**config.mk**
```make
export PLATFORM = sky130hd
export DESIGN_NAME = conv_input_loader_flat
export DESIGN_NICKNAME = d
export VERILOG_FILES = /design/src/rtl/conv_input_loader_if.sv /design/src/rtl/conv_input_loader.sv /design/src/flat_wrapper.sv
export SDC_FILE = /design/constraint.sdc
export NUM_CORES = 1
export LEC_CHECK = 0
export ABC_AREA = 1
export BUFFER_PORTS_ARGS = -buffer_cell sky130_fd_sc_hd__buf_2
export CORE_MARGIN = 5
export CORE_UTILIZATION = 40
export DETAILED_ROUTE_END_ITERATION = 16
export PLACE_DENSITY = 0.79
export SYNTH_ARGS = -nofsm -noshare
export SYNTH_HDL_FRONTEND = slang
export SYNTH_SLANG_ARGS = --single-unit
```
**constraint.sdc**
```tcl
create_clock -name clk -period 1.8 [get_ports clk]
set_clock_uncertainty 0.1 [all_clocks]
set_input_delay 0.09 -clock clk [delete_from_list [all_inputs] [get_ports clk]]
set_output_delay 0.09 -clock clk [all_outputs]
set_load 0.03 [all_outputs]
```
**src/rtl/conv_input_loader_if.sv**
```systemverilog
// Stream inputs (X and F) and memory write buses of the convolution input loader.
// slave = loader side, master = stream source / memory side.
interface conv_input_loader_if #(
    parameter int D_WIDTH          = 8,
    parameter int X_MEM_ADDR_WIDTH = 3,
    parameter int F_MEM_ADDR_WIDTH = 2
);
    logic [D_WIDTH-1:0]          s_data_in_x;
    logic                        s_valid_x;
    logic                        s_ready_x;
    logic [D_WIDTH-1:0]          s_data_in_f;
    logic                        s_valid_f;
    logic                        s_ready_f;

    logic [X_MEM_ADDR_WIDTH-1:0] xmem_addr;
    logic                        xmem_wr_en;
    logic [D_WIDTH-1:0]          xmem_data;
    logic [F_MEM_ADDR_WIDTH-1:0] fmem_addr;
    logic                        fmem_wr_en;
    logic [D_WIDTH-1:0]          fmem_data;

    modport slave (
        input  s_data_in_x, s_valid_x, s_data_in_f, s_valid_f,
        output s_ready_x, s_ready_f,
        output xmem_addr, xmem_wr_en, xmem_data,
        output fmem_addr, fmem_wr_en, fmem_data
    );

    modport master (
        output s_data_in_x, s_valid_x, s_data_in_f, s_valid_f,
        input  s_ready_x, s_ready_f,
        input  xmem_addr, xmem_wr_en, xmem_data,
        input  fmem_addr, fmem_wr_en, fmem_data
    );
endinterface

```
**src/rtl/conv_input_loader.sv**
```systemverilog
// Loads X and F memories from two independent streams, then lends the address counters to the conv controller.
// Writes are same-cycle on handshake; conv_start 2 cycles after the last write; streams back-pressured while full or in CONV.
module conv_input_loader #(
    parameter int X_MEM_SIZE       = 8,
    parameter int F_MEM_SIZE       = 4,
    parameter int X_MEM_ADDR_WIDTH = 3,
    parameter int F_MEM_ADDR_WIDTH = 2,
    parameter int D_WIDTH          = 8
) (
    input  logic                        clk,
    input  logic                        reset,
    conv_input_loader_if.slave          s,
    input  logic                        conv_done,
    input  logic                        load_xaddr,
    input  logic [X_MEM_ADDR_WIDTH-1:0] load_xaddr_val,
    input  logic                        en_xaddr_incr,
    input  logic                        load_faddr,
    input  logic                        en_faddr_incr,
    output logic                        conv_start
);
    localparam logic [X_MEM_ADDR_WIDTH-1:0] X_LAST = X_MEM_ADDR_WIDTH'(X_MEM_SIZE - 1);
    localparam logic [F_MEM_ADDR_WIDTH-1:0] F_LAST = F_MEM_ADDR_WIDTH'(F_MEM_SIZE - 1);
    localparam logic [X_MEM_ADDR_WIDTH-1:0] X_ONE  = X_MEM_ADDR_WIDTH'(1);
    localparam logic [F_MEM_ADDR_WIDTH-1:0] F_ONE  = F_MEM_ADDR_WIDTH'(1);

    typedef enum logic {ST_LOAD, ST_CONV} state_t;

    state_t                      state_q, state_d;
    logic [X_MEM_ADDR_WIDTH-1:0] xaddr_q, xaddr_d;
    logic [F_MEM_ADDR_WIDTH-1:0] faddr_q, faddr_d;
    logic                        x_full_q, x_full_d;
    logic                        f_full_q, f_full_d;
    logic                        conv_start_q, conv_start_d;

    logic                        x_rdy, f_rdy, x_hs, f_hs;
    logic [D_WIDTH-1:0]          x_dat, f_dat;

    // Ready is a pure register decode so it never loops back through valid.
    assign x_rdy = (state_q == ST_LOAD) && !x_full_q;
    assign f_rdy = (state_q == ST_LOAD) && !f_full_q;
    assign x_hs  = s.s_valid_x && x_rdy;
    assign f_hs  = s.s_valid_f && f_rdy;
    assign x_dat = s.s_data_in_x;
    assign f_dat = s.s_data_in_f;

    assign s.s_ready_x  = x_rdy;
    assign s.s_ready_f  = f_rdy;
    assign s.xmem_wr_en = x_hs;
    assign s.fmem_wr_en = f_hs;
    assign s.xmem_data  = x_dat;
    assign s.fmem_data  = f_dat;
    assign s.xmem_addr  = xaddr_q;
    assign s.fmem_addr  = faddr_q;
    assign conv_start   = conv_start_q;

    always_comb begin
        state_d      = state_q;
        xaddr_d      = xaddr_q;
        faddr_d      = faddr_q;
        x_full_d     = x_full_q;
        f_full_d     = f_full_q;
        conv_start_d = conv_start_q;

        case (state_q)
            ST_LOAD: begin
                if (x_hs) begin
                    if (xaddr_q == X_LAST) begin
                        xaddr_d  = '0;
                        x_full_d = 1'b1;
                    end else begin
                        xaddr_d = xaddr_q + X_ONE;
                    end
                end
                if (f_hs) begin
                    if (faddr_q == F_LAST) begin
                        faddr_d  = '0;
                        f_full_d = 1'b1;
                    end else begin
                        faddr_d = faddr_q + F_ONE;
                    end
                end
                if (x_full_q && f_full_q) begin
                    state_d      = ST_CONV;
                    conv_start_d = 1'b1;
                end
            end
            default: begin
                if (conv_done) begin
                    state_d      = ST_LOAD;
                    conv_start_d = 1'b0;
                    xaddr_d      = '0;
                    faddr_d      = '0;
                    x_full_d     = 1'b0;
                    f_full_d     = 1'b0;
                end else begin
                    // Out-of-range load values fold to 0 so the counter stays inside the memory.
                    if (load_xaddr) begin
                        xaddr_d = (load_xaddr_val > X_LAST) ? '0 : load_xaddr_val;
                    end else if (en_xaddr_incr) begin
                        xaddr_d = (xaddr_q == X_LAST) ? '0 : xaddr_q + X_ONE;
                    end
                    if (load_faddr) begin
                        faddr_d = '0;
                    end else if (en_faddr_incr) begin
                        faddr_d = (faddr_q == F_LAST) ? '0 : faddr_q + F_ONE;
                    end
                end
            end
        endcase
    end

    always_ff @(posedge clk) begin
        if (reset) begin
            state_q      <= ST_LOAD;
            xaddr_q      <= '0;
            faddr_q      <= '0;
            x_full_q     <= 1'b0;
            f_full_q     <= 1'b0;
            conv_start_q <= 1'b0;
        end else begin
            state_q      <= state_d;
            xaddr_q      <= xaddr_d;
            faddr_q      <= faddr_d;
            x_full_q     <= x_full_d;
            f_full_q     <= f_full_d;
            conv_start_q <= conv_start_d;
        end
    end
endmodule

```
**src/flat_wrapper.sv**
```systemverilog
// flat-port wrapper written by rule: the top's interface ports become plain ports
module conv_input_loader_flat 
#(
    parameter int X_MEM_SIZE       = 8,
    parameter int F_MEM_SIZE       = 4,
    parameter int X_MEM_ADDR_WIDTH = 3,
    parameter int F_MEM_ADDR_WIDTH = 2,
    parameter int D_WIDTH          = 8
)
  (clk, reset, conv_done, load_xaddr, load_xaddr_val, en_xaddr_incr, load_faddr, en_faddr_incr, conv_start, s_s_data_in_x, s_s_valid_x, s_s_data_in_f, s_s_valid_f, s_s_ready_x, s_s_ready_f, s_xmem_addr, s_xmem_wr_en, s_xmem_data, s_fmem_addr, s_fmem_wr_en, s_fmem_data);
  conv_input_loader_if #(.D_WIDTH(D_WIDTH), .X_MEM_ADDR_WIDTH(X_MEM_ADDR_WIDTH), .F_MEM_ADDR_WIDTH(F_MEM_ADDR_WIDTH)) s_i ();
  input  logic clk;
  input  logic reset;
  input  logic conv_done;
  input  logic load_xaddr;
  input  logic [X_MEM_ADDR_WIDTH-1:0] load_xaddr_val;
  input  logic en_xaddr_incr;
  input  logic load_faddr;
  input  logic en_faddr_incr;
  output logic conv_start;
  input wire logic [$bits(s_i.s_data_in_x)-1:0] s_s_data_in_x;
  input wire logic [$bits(s_i.s_valid_x)-1:0] s_s_valid_x;
  input wire logic [$bits(s_i.s_data_in_f)-1:0] s_s_data_in_f;
  input wire logic [$bits(s_i.s_valid_f)-1:0] s_s_valid_f;
  output wire logic [$bits(s_i.s_ready_x)-1:0] s_s_ready_x;
  output wire logic [$bits(s_i.s_ready_f)-1:0] s_s_ready_f;
  output wire logic [$bits(s_i.xmem_addr)-1:0] s_xmem_addr;
  output wire logic [$bits(s_i.xmem_wr_en)-1:0] s_xmem_wr_en;
  output wire logic [$bits(s_i.xmem_data)-1:0] s_xmem_data;
  output wire logic [$bits(s_i.fmem_addr)-1:0] s_fmem_addr;
  output wire logic [$bits(s_i.fmem_wr_en)-1:0] s_fmem_wr_en;
  output wire logic [$bits(s_i.fmem_data)-1:0] s_fmem_data;
  assign s_i.s_data_in_x = s_s_data_in_x;
  assign s_i.s_valid_x = s_s_valid_x;
  assign s_i.s_data_in_f = s_s_data_in_f;
  assign s_i.s_valid_f = s_s_valid_f;
  assign s_s_ready_x = s_i.s_ready_x;
  assign s_s_ready_f = s_i.s_ready_f;
  assign s_xmem_addr = s_i.xmem_addr;
  assign s_xmem_wr_en = s_i.xmem_wr_en;
  assign s_xmem_data = s_i.xmem_data;
  assign s_fmem_addr = s_i.fmem_addr;
  assign s_fmem_wr_en = s_i.fmem_wr_en;
  assign s_fmem_data = s_i.fmem_data;
  conv_input_loader #(.X_MEM_SIZE(X_MEM_SIZE), .F_MEM_SIZE(F_MEM_SIZE), .X_MEM_ADDR_WIDTH(X_MEM_ADDR_WIDTH), .F_MEM_ADDR_WIDTH(F_MEM_ADDR_WIDTH), .D_WIDTH(D_WIDTH)) u_core (.clk(clk), .reset(reset), .s(s_i), .conv_done(conv_done), .load_xaddr(load_xaddr), .load_xaddr_val(load_xaddr_val), .en_xaddr_incr(en_xaddr_incr), .load_faddr(load_faddr), .en_faddr_incr(en_faddr_incr), .conv_start(conv_start));
endmodule
```
==> results.toml, run 1 <==
[synth]
syn-cell-area_um2 = 744.5
ys_seq_area_frac = 0.2420
ys_types = 21
synthTopCellsByArea = "dfxtp_1 (24%), buf_4 (16%), nand2_1 (12%)"
ys_seq_elements = 9
synth-edff-count = 0
synth_top_cell_by_area = "dfxtp_1"
syn_inst = 108
synth_common_cells = "nand2_1 (24), buf_4 (16), inv_1 (15)"
synth_ff_type = "dfxtp_1"
ys_async_sr_fraction = 0
yosys.area.top_type_share = 0.2420
synth_warnings = 0
yosysMostFrequentCell = "nand2_1"
syn_nets = 139
avgSynthCellArea_um2 = 6.893

[drt]
drtAntennaViolNets = 0
dr.pass1.iters = 4
drt_iter0_drc = 16
num_vias = 648
drt-total-wl_mm = 1.572
route.detailed.drc = 0
avgViaCountPerCell = 4.563
routedWlPerCell_um = 11.07

[job]
cap_viol_max_count = 0

[worst_setup_path]
crit_path_start_kind = "flip-flop"
cp.buffers_inverters = 1
end_kind = "flip-flop"
worstSetupPathType = "flip-flop to flip-flop"
cp_cell_sequence = "ha_1, ha_1, inv_1, nand2_1, nand3_1, nand2_1, nor2_1, nor2_1"
cp.depth = 8
cp_slowest_stage_delay_ns = 0.33
r2r_cells = 8
r2r_slack_ns = 0.43
path_max_fanout = 4
slowest_stage = "dfxtp_1"
cp_top_family = "adder cells"
cp.arrival_ns = 1.43
required_ns = 1.86

[pwr]
combPwrFrac = 0.246
seqPwrFrac = 0.438
p_clk_frac = 0.316
power.total_mw = 0.5045
power.density_nw_per_um2 = 642.0
p_sw_frac = 0.3225
intPower_mw = 0.3418
peakVddDrop_uv = 391.7
power_leakage_nw = 0.4116
switching_power_mw = 0.1627

[placement]
hpwl_mm = 1.271
numPortBuffers = 21
place.gp.congestion = 0.7647

[clock_network]
cts.sinks = 9
htree_num_levels = 1
clockRootBuffer = "clkbuf_4"
cts_buffers = 3
cts_buffer_depth = 2
clk_pin_slew_ns = 0.06
cts_resized = 0
cts_setup_buffers = 0
clkLatencyLatePin_ns = 0.26
cts_tree = "yes"

[sta]
setup_viol = 0
period_share = 0.7591
hold_ws_ns = 0.08001
slew-limit-headroom = 0.6831
rsz0062_at_grt = "no"
finalHoldViolations = 0
tightest_slew_ns = 0.4746
tns_ns = 0
maxSlewViolCount = 0
max_freq_mhz = 731.9
period_minus_slack_ns = 1.366

[grt]
grtUsageTotal = 0.1235
grt_pass1_wl_mm = 2.573
grt_pass1_vias = 591
grt_max_degree = 11
antenna_found_initial = 0
grt-ovfl-total = 0

[finish]
drive_gt1_frac = 0.3077
syn_to_final_growth_pct = 5.546
final_util = 0.4502
n_fill_cell = 194
fin_nets = 149
antenna_cells = 0

[run_status]
run_status = "finished, final reports clean"

[floorplanning]
dieHeight_um = 53.14
core_um2 = 1745
ios = 54
die_area_um2 = 2824
start_util = 0.4265
row_count = 15
die_w_um = 53.14

[hold_path]
holdPathStages = 0
hp-class = "input port to output port"
-- power by group through the flow --
stage	clock, mW	combinational, mW	sequential [mW]
6_report	0.159	0.124	0.221
5_1_grt	0.183	0.140	0.223
4_1_cts	0.167	0.126	0.221
3_5_place_dp	0	0.123	0.225
3_3_place_gp	0	0.120	0.224
2_1_floorplan	0	0.130	0.244
-- worst reg2reg max path, stage by stage (launching register included) --
cell	delay [ns]
dfxtp_1	0.33
ha_1	0.20
ha_1	0.28
inv_1	0.06
nand2_1	0.05
nand3_1	0.07
nand2_1	0.05
nor2_1	0.08
nor2_1	0.05
-- area by class of cell --
class / count / area (um^2) / share of cell area
Multi-Input combinational cell: 66 / 367.9 / 0.4682
Sequential cell: 9 / 180.2 / 0.2293
Timing Repair Buffer: 22 / 115.1 / 0.1465
Inverter: 16 / 65.06 / 0.08280
Tap cell: 25 / 31.28 / 0.03981
Clock buffer: 4 / 26.28 / 0.03344
-- final timing paths --
| check | from | endpoint |
|---|---|---|
| hold reg to reg | u_core.conv_start | u_core.conv_start |
| setup reg to reg | u_core.s.xmem_addr[0] | u_core.s.xmem_addr[2] |
| setup / recovery | u_core.s.xmem_addr[0] | u_core.s.xmem_addr[2] |
| hold / removal | s_s_data_in_f[4] | s_fmem_data[4] |
-- stage by stage --
| stage | setup slack [ns] | area (um^2) | std cells |
|---|---|---|---|
| 2_1_floorplan | 0.3243 | 744.5 | 108 |
| 3_3_place_gp | 0.4781 | 749.5 | 137 |
| 3_5_place_dp | 0.4509 | 749.5 | 137 |
| 4_1_cts | 0.4254 | 785.8 | 142 |
| 5_1_grt | 0.3162 | 785.8 | 142 |
| 6_report | 0.4336 | 785.8 | 142 |
-- placed cells by master, fill, tap and decap left out, types with 2 or more instances in the layout --
cell	instances
dfxtp_1	9
nor2_1	12
nand2_4	2
clkbuf_4	3
nor3_2	2
inv_1	15
nand2_1	24
buf_2	21
nor2_4	2
a21oi_1	5
nand3_1	8
ha_1	3
-- flip-flops by register name (all words and copies together), names as in the netlist --
signal	flops
u_core.s.xmem_addr	3
u_core.state_q	1
u_core.f_full_q	1
u_core.s.fmem_addr	2
u_core.x_full_q	1
u_core.conv_start	1
-- cell families (layout without fill, tap and decap cells) --
kind of cell | after synthesis | after routing | share of synthesized area
compound gates | 9 | 9 | 0.08571
buf+inv | 33 | 42 | 0.2639
fa+ha+maj | 3 | 3 | 0.05043
flops | 9 | 9 | 0.2420
simple gates | 54 | 54 | 0.3580
-- layer usage --
layer	part of all wire	routed length (um)	vias to the layer above	track usage
met5	0	0	-	0
met4	0.0025	4	0	0.02979
met3	0.11	175	2	0.06479
met2	0.48	761	27	0.1901
met1	0.40	631	281	0.1501
li1	-	-	338	-
-- repair_timing --
item | in CTS | in global routing
setup endpoints to repair | 0 | 0
hold buffers | 1 | 0
hold endpoints to repair | 4 | 0
Note: power is estimated with default switching activity, not from simulation.
==> inputs of run 2 (changes only) <==
--- a/config.mk
+++ b/config.mk
@@ -5,12 +5,12 @@
 export SDC_FILE = /design/constraint.sdc
 export NUM_CORES = 1
 export LEC_CHECK = 0
-export ABC_AREA = 1
+export ABC_AREA = 0
 export BUFFER_PORTS_ARGS = -buffer_cell sky130_fd_sc_hd__buf_2
 export CORE_MARGIN = 5
-export CORE_UTILIZATION = 40
+export CORE_UTILIZATION = 38
 export DETAILED_ROUTE_END_ITERATION = 16
-export PLACE_DENSITY = 0.79
+export PLACE_DENSITY = 0.78
 export SYNTH_ARGS = -nofsm -noshare
 export SYNTH_HDL_FRONTEND = slang
 export SYNTH_SLANG_ARGS = --single-unit
==> constraint.sdc (replaced) <==
create_clock -name clk -period 1.45 [get_ports clk]
set_clock_uncertainty 0.1 [all_clocks]
set_input_delay 0.0725 -clock clk [delete_from_list [all_inputs] [get_ports clk]]
set_output_delay 0.0725 -clock clk [all_outputs]
set_load 0.03 [all_outputs]
==> run 2 against run 1 <==
Against the previous run:
- synthesized area is 9.9% lower
- via count fell by 9.3%
- cell count shrank 21%
- non-clock buffer count up 4
- clock power up 19%
- count of clock-buffer cells in the layout did not move
- register-to-register slack worse by 0.36 ns
- die area is 4.2% lower
- worst hold slack got worse by 0.046 ns
- synthesized cell count shrank 29%
- critical endpoint is now s_fmem_wr_en
- critical path depth down 5
- sequential power is 23% higher
==> results.toml, run 2 <==
[run_status]
run_status = "finished, final reports clean"

[synth]
synth-edff-count = 0
avgSynthCellArea_um2 = 8.710
syn_inst = 77
synth_ff_type = "dfxtp_1"
yosysMostFrequentCell = "buf_4"
synth_warnings = 0
ys_types = 29
yosys.area.top_type_share = 0.2687
syn_nets = 108
synth_top_cell_by_area = "dfxtp_1"
syn-cell-area_um2 = 670.6
synthTopCellsByArea = "dfxtp_1 (27%), buf_4 (18%), ha_1 (5.6%)"
synth_common_cells = "buf_4 (16), dfxtp_1 (9), nor2_1 (7)"
ys_seq_elements = 9
ys_seq_area_frac = 0.2687
ys_async_sr_fraction = 0

[clock_network]
clockRootBuffer = "clkbuf_4"
cts.sinks = 9
htree_num_levels = 1
clkLatencyLatePin_ns = 0.25
cts_tree = "yes"
clk_pin_slew_ns = 0.06
cts_buffers = 3
cts_buffer_depth = 2

[sta]
setup_viol = 0
max_freq_mhz = 710.9
period_minus_slack_ns = 1.407
maxSlewViolCount = 0
tightest_slew_ns = 0.3110
slew-limit-headroom = 0.7909
rsz0062_at_grt = "yes"
period_share = 0.9701
tns_ns = 0
finalHoldViolations = 0

[placement]
hpwl_mm = 1.175
numPortBuffers = 21
place.gp.congestion = 0.7441

[pwr]
peakVddDrop_uv = 422.6
seqPwrFrac = 0.443
power.total_mw = 0.6137
p_sw_frac = 0.2991
combPwrFrac = 0.249
power.density_nw_per_um2 = 825.7
power_leakage_nw = 0.3234
intPower_mw = 0.4302
p_clk_frac = 0.308
switching_power_mw = 0.1835

[worst_setup_path]
r2r_cells = 4
r2r_end = "u_core.s.xmem_addr[2]"
crit_path_start_kind = "flip-flop"
required_ns = 1.28
end_kind = "output port"
cp.arrival_ns = 1.23
rr_startpoint = "u_core.s.xmem_addr[0]"
path_max_fanout = 6
worstSetupPathType = "flip-flop to output port"
r2r_slack_ns = 0.07

[drt]
dr.pass1.iters = 4
drtAntennaViolNets = 0
drt_iter0_drc = 23
avgViaCountPerCell = 5.250
route.detailed.drc = 0
drt-total-wl_mm = 1.617
routedWlPerCell_um = 14.44
num_vias = 588

[finish]
final_cell_mix = "buf_2 (19), nor2_1 (7), dfxtp_1 (7)"
antenna_cells = 0
drive_gt1_frac = 0.4483
largest_reg_flops = 3
n_fill_cell = 170
syn_to_final_growth_pct = 10.82
layout_commonest_cell = "buf_2"
fin_nets = 119

[grt]
grt_pass1_wl_mm = 2.435
grt-ovfl-total = 0
antenna_found_initial = 0
grtUsageTotal = 0.1178
grt_pass1_vias = 575
grt_max_degree = 12

[hold_path]
hp-class = "input port to flip-flop"
hold_start = "reset"
hold_end = "u_core.s.xmem_addr[1]"
holdPathStages = 2

[floorplanning]
core_um2 = 1708
start_util = 0.3927
die_area_um2 = 2705
dieHeight_um = 52.01
row_count = 15
ios = 54
die_w_um = 52.01

[job]
cap_viol_max_count = 0
run 2: cell types whose count changed after synthesis, moves of 3 or more:
cell	change
nor2_1	-5
nand2_1	-19
nor3_1	+3
inv_1	-14
nand3_1	-7
run 2: cell families after synthesis:
logic type               Yosys count  synth area share
buffers and inverters             21            0.2332
AO/OA/AOI/OAI                     19            0.2276
flip-flops                         9            0.2687
adder cells (fa/ha/maj)            3           0.05598
AND/OR/NAND/NOR                   25            0.2146
run 2: how the worst max path moves through the flow:
stage | from | slack (ns) | depth (start not counted) | to
6_report | u_core.state_q | 0.04 | 3 | s_fmem_wr_en
5_1_grt | u_core.state_q | -0.006 | 3 | s_fmem_wr_en
4_1_cts | u_core.state_q | 0.007 | 3 | s_fmem_wr_en
3_5_place_dp | u_core.s.xmem_addr[0] | 0.1 | 4 | u_core.s.xmem_addr[2]
3_3_place_gp | u_core.state_q | 0.16 | 4 | u_core.s.fmem_addr[0]
2_1_floorplan | u_core.state_q | 0.001 | 5 | u_core.s.fmem_addr[0]
run 2: stage by stage:
step           setup slack (ns)  cell area [um^2]  hold slack (ns)    util  std cells
2_1_floorplan          0.001112             680.7           0.1767       -         77
3_3_place_gp             0.1593             679.4          0.04520  0.3978        105
3_5_place_dp            0.09619             679.4          0.04520  0.3978        105
4_1_cts                0.006949             710.7          0.02934  0.4161        109
5_1_grt               -0.005998             743.2          0.04505  0.4352        112
6_report                0.04339             743.2          0.03369  0.4352        112
run 2: critical path, cell delays in order (launching register included):
cell and delay, ns:
dfxtp_2 0.35, or3b_4 0.40, clkinvlp_4 0.11, buf_6 0.13
run 2: what timing repair did:
| action | CTS | global route |
|---|---|---|
| gates cloned | 0 | 0 |
| endpoints found under the setup margin | 2 | 2 |
| buffers inserted | 0 | 3 |
| hold endpoints to repair | 0 | 0 |
| resized for setup | 2 | 4 |
| pin swaps | 0 | 1 |
| hold buffers | 0 | 0 |
run 2: power by group through the flow:
stage               clock network (mW)  registers, mW  logic [mW]
finish                           0.189          0.272       0.153
global route                     0.215          0.274       0.163
CTS                              0.193          0.272       0.142
detailed placement                   0          0.277       0.139
global placement                     0          0.277       0.135
floorplan                            0          0.300       0.155
run 2: final cells by class:
cell class / instances / area [um^2] / share of cell area
Inverter: 1 / 7.507 / 0.01010
Multi-Input combinational cell: 47 / 340.3 / 0.4579
Timing Repair Buffer: 26 / 155.1 / 0.2088
Sequential cell: 9 / 182.7 / 0.2458
Clock buffer: 4 / 26.28 / 0.03535
Tap cell: 25 / 31.28 / 0.04209
run 2: routing by layer:
layer  GRT usage  up-vias  share of wire
met5           0        -              0
met4     0.05240        0         0.0056
met3     0.04011        2          0.094
met2      0.1883       31           0.50
met1      0.1407      274           0.40
li1            -      281              -
==> inputs of run 3 (changes only) <==
--- a/config.mk
+++ b/config.mk
@@ -6,11 +6,10 @@
 export NUM_CORES = 1
 export LEC_CHECK = 0
 export ABC_AREA = 0
-export BUFFER_PORTS_ARGS = -buffer_cell sky130_fd_sc_hd__buf_2
 export CORE_MARGIN = 5
-export CORE_UTILIZATION = 38
+export CORE_UTILIZATION = 43
 export DETAILED_ROUTE_END_ITERATION = 16
-export PLACE_DENSITY = 0.78
+export DONT_BUFFER_PORTS = 1
 export SYNTH_ARGS = -nofsm -noshare
 export SYNTH_HDL_FRONTEND = slang
 export SYNTH_SLANG_ARGS = --single-unit
==> run 3 against run 2 <==
Against the previous run:
- wire length down 11%
- maximum frequency up 0.13%
- worst hold slack better by 0.0061 ns
- non-clock buffer count down 7
- flip-flop and latch count unchanged
- worst setup slack better by 0.0018 ns
- critical path depth unchanged
- largest power group unchanged
- sequential share of layout area down 0.21 points
- register-to-register slack better by 0.03 ns
- cell count down 14%
==> results.toml, run 3 (same netlist as run 2, synthesis figures left out) <==
[run_status]
run_status = "finished, final reports clean"

[worst_setup_path]
worstSetupPathType = "flip-flop to output port"
cp.arrival_ns = 1.23
cp_slowest_stage_delay_ns = 0.42
required_ns = 1.28
path_max_fanout = 3
crit_path_start_kind = "flip-flop"
cp_cell_sequence = "or3b_4, clkinvlp_4, buf_6"
slowest_stage = "or3b_4"
end_kind = "output port"

[clock_network]
clockRootBuffer = "clkbuf_4"
cts_buffers = 3
cts.sinks = 9
clkLatencyLatePin_ns = 0.26
clk_pin_slew_ns = 0.06
htree_num_levels = 1
cts_buffer_depth = 2
cts_tree = "yes"

[sta]
slew-limit-headroom = 0.7079
max_freq_mhz = 711.9
tightest_slew_ns = 0.4367
hold_ws_ns = 0.03977
finalHoldViolations = 0
rsz0062_at_grt = "yes"
maxSlewViolCount = 0
fin_ws_ns = 0.04523
setup_viol = 0
period_share = 0.9688
period_minus_slack_ns = 1.405

[floorplanning]
ios = 54
start_util = 0.4504
dieHeight_um = 49.49
row_count = 14
die_area_um2 = 2449
core_um2 = 1489
die_w_um = 49.49

[placement]
hpwl_mm = 1.111
dp_cells = 85
dp_slack_ns = 0.1615
place_area_um2 = 638.1
numPortBuffers = 0
place.gp.congestion = 0.7645

[grt]
grtUsageTotal = 0.1223
antenna_found_initial = 0
grt-ovfl-total = 0
grt_max_degree = 11
grt_pass1_wl_mm = 2.346
grt_pass1_vias = 527

[drt]
avgViaCountPerCell = 5.729
dr.pass1.iters = 4
num_vias = 550
drtAntennaViolNets = 0
routedWlPerCell_um = 14.95
m1WireLength_um = 497
drt-total-wl_mm = 1.435
wl_met2_um = 702
route.detailed.drc = 0
maxUsedRoutingLayer = "met4"
drt_iter0_drc = 6
wl_met3_um = 209

[finish]
final_cell_area_um2 = 744.5
instances_no_fill = 96
regArea_um2 = 181.4
fin_nets = 112
syn_to_final_growth_pct = 11.01
drive_gt1_frac = 0.3125
layout_commonest_cell = "buf_4"
antenna_cells = 0
n_fill_cell = 134
largest_reg_flops = 3
multiInputGateArea_um2 = 340.3
final_cell_mix = "buf_4 (10), dfxtp_1 (8), nor2_1 (7)"

[pwr]
power.density_nw_per_um2 = 815.1
peakVddDrop_uv = 440.6
switching_power_mw = 0.1716
intPower_mw = 0.4352
seqPwrFrac = 0.441
combPwrFrac = 0.245
p_clk_frac = 0.314
power.total_mw = 0.6068
p_sw_frac = 0.2828
power_leakage_nw = 0.3000

[hold_path]
hp-class = "input port to flip-flop"

[job]
cap_viol_max_count = 0
-- run 3: cell count changes in the layout (fill, tap and decap cells not counted), sizes merged --
cell,previous run,this run
buf,26,13
dlygate4sd3,0,6
-- run 3: cell type report --
type | instances | area share
Multi-Input combinational cell | 47 | 0.4571
Clock buffer | 4 | 0.03529
Tap cell | 16 | 0.02689
Sequential cell | 9 | 0.2437
Timing Repair Buffer | 19 | 0.2269
Inverter | 1 | 0.01008
-- run 3: through the flow --
stage	util	setup TNS (ns)
4_1_cts	0.4866	0
5_1_grt	0.5000	-0.02620
2_1_floorplan	-	0
3_5_place_dp	0.4286	0
6_report	0.5000	0
3_3_place_gp	0.4286	0
-- run 3: critical path, delay by kind of cell, from the launching register on --
kind / cells / cell delay, ns
buffers and inverters: 2 / 0.23
and+or+nand+nor: 1 / 0.42
DFF: 1 / 0.33
-- run 3: metal layers --
layer,vias to the layer above,global-route usage
li1,269,-
met1,250,0.1218
met2,25,0.1888
met3,6,0.09036
met4,0,0.05677
met5,-,0
-- run 3: final timing paths --
kind | from | cells after the start | end | slack (ns)
worst max register to register | u_core.state_q | 5 | u_core.s.xmem_addr[0] | 0.10
worst max-delay path | u_core.state_q | 3 | s_fmem_wr_en | 0.05
worst min register to register | u_core.conv_start | 2 | u_core.conv_start | 0.35
worst min-delay path | load_xaddr_val[0] | 2 | u_core.s.xmem_addr[0] | 0.04
-- run 3: repair_timing --
action,4_1_cts,5_1_grt
hold buffers,6,0
setup endpoints to repair,0,2
buffers inserted,0,1
endpoints found under the hold margin,9,0
gates resized for setup,0,4
-- run 3: power by group through the flow --
stage	clock, mW	combinational [mW]	sequential (mW)
2_1_floorplan	0	0.155	0.300
3_3_place_gp	0	0.126	0.273
3_5_place_dp	0	0.126	0.273
4_1_cts	0.197	0.145	0.268
5_1_grt	0.227	0.160	0.269
6_report	0.190	0.149	0.268
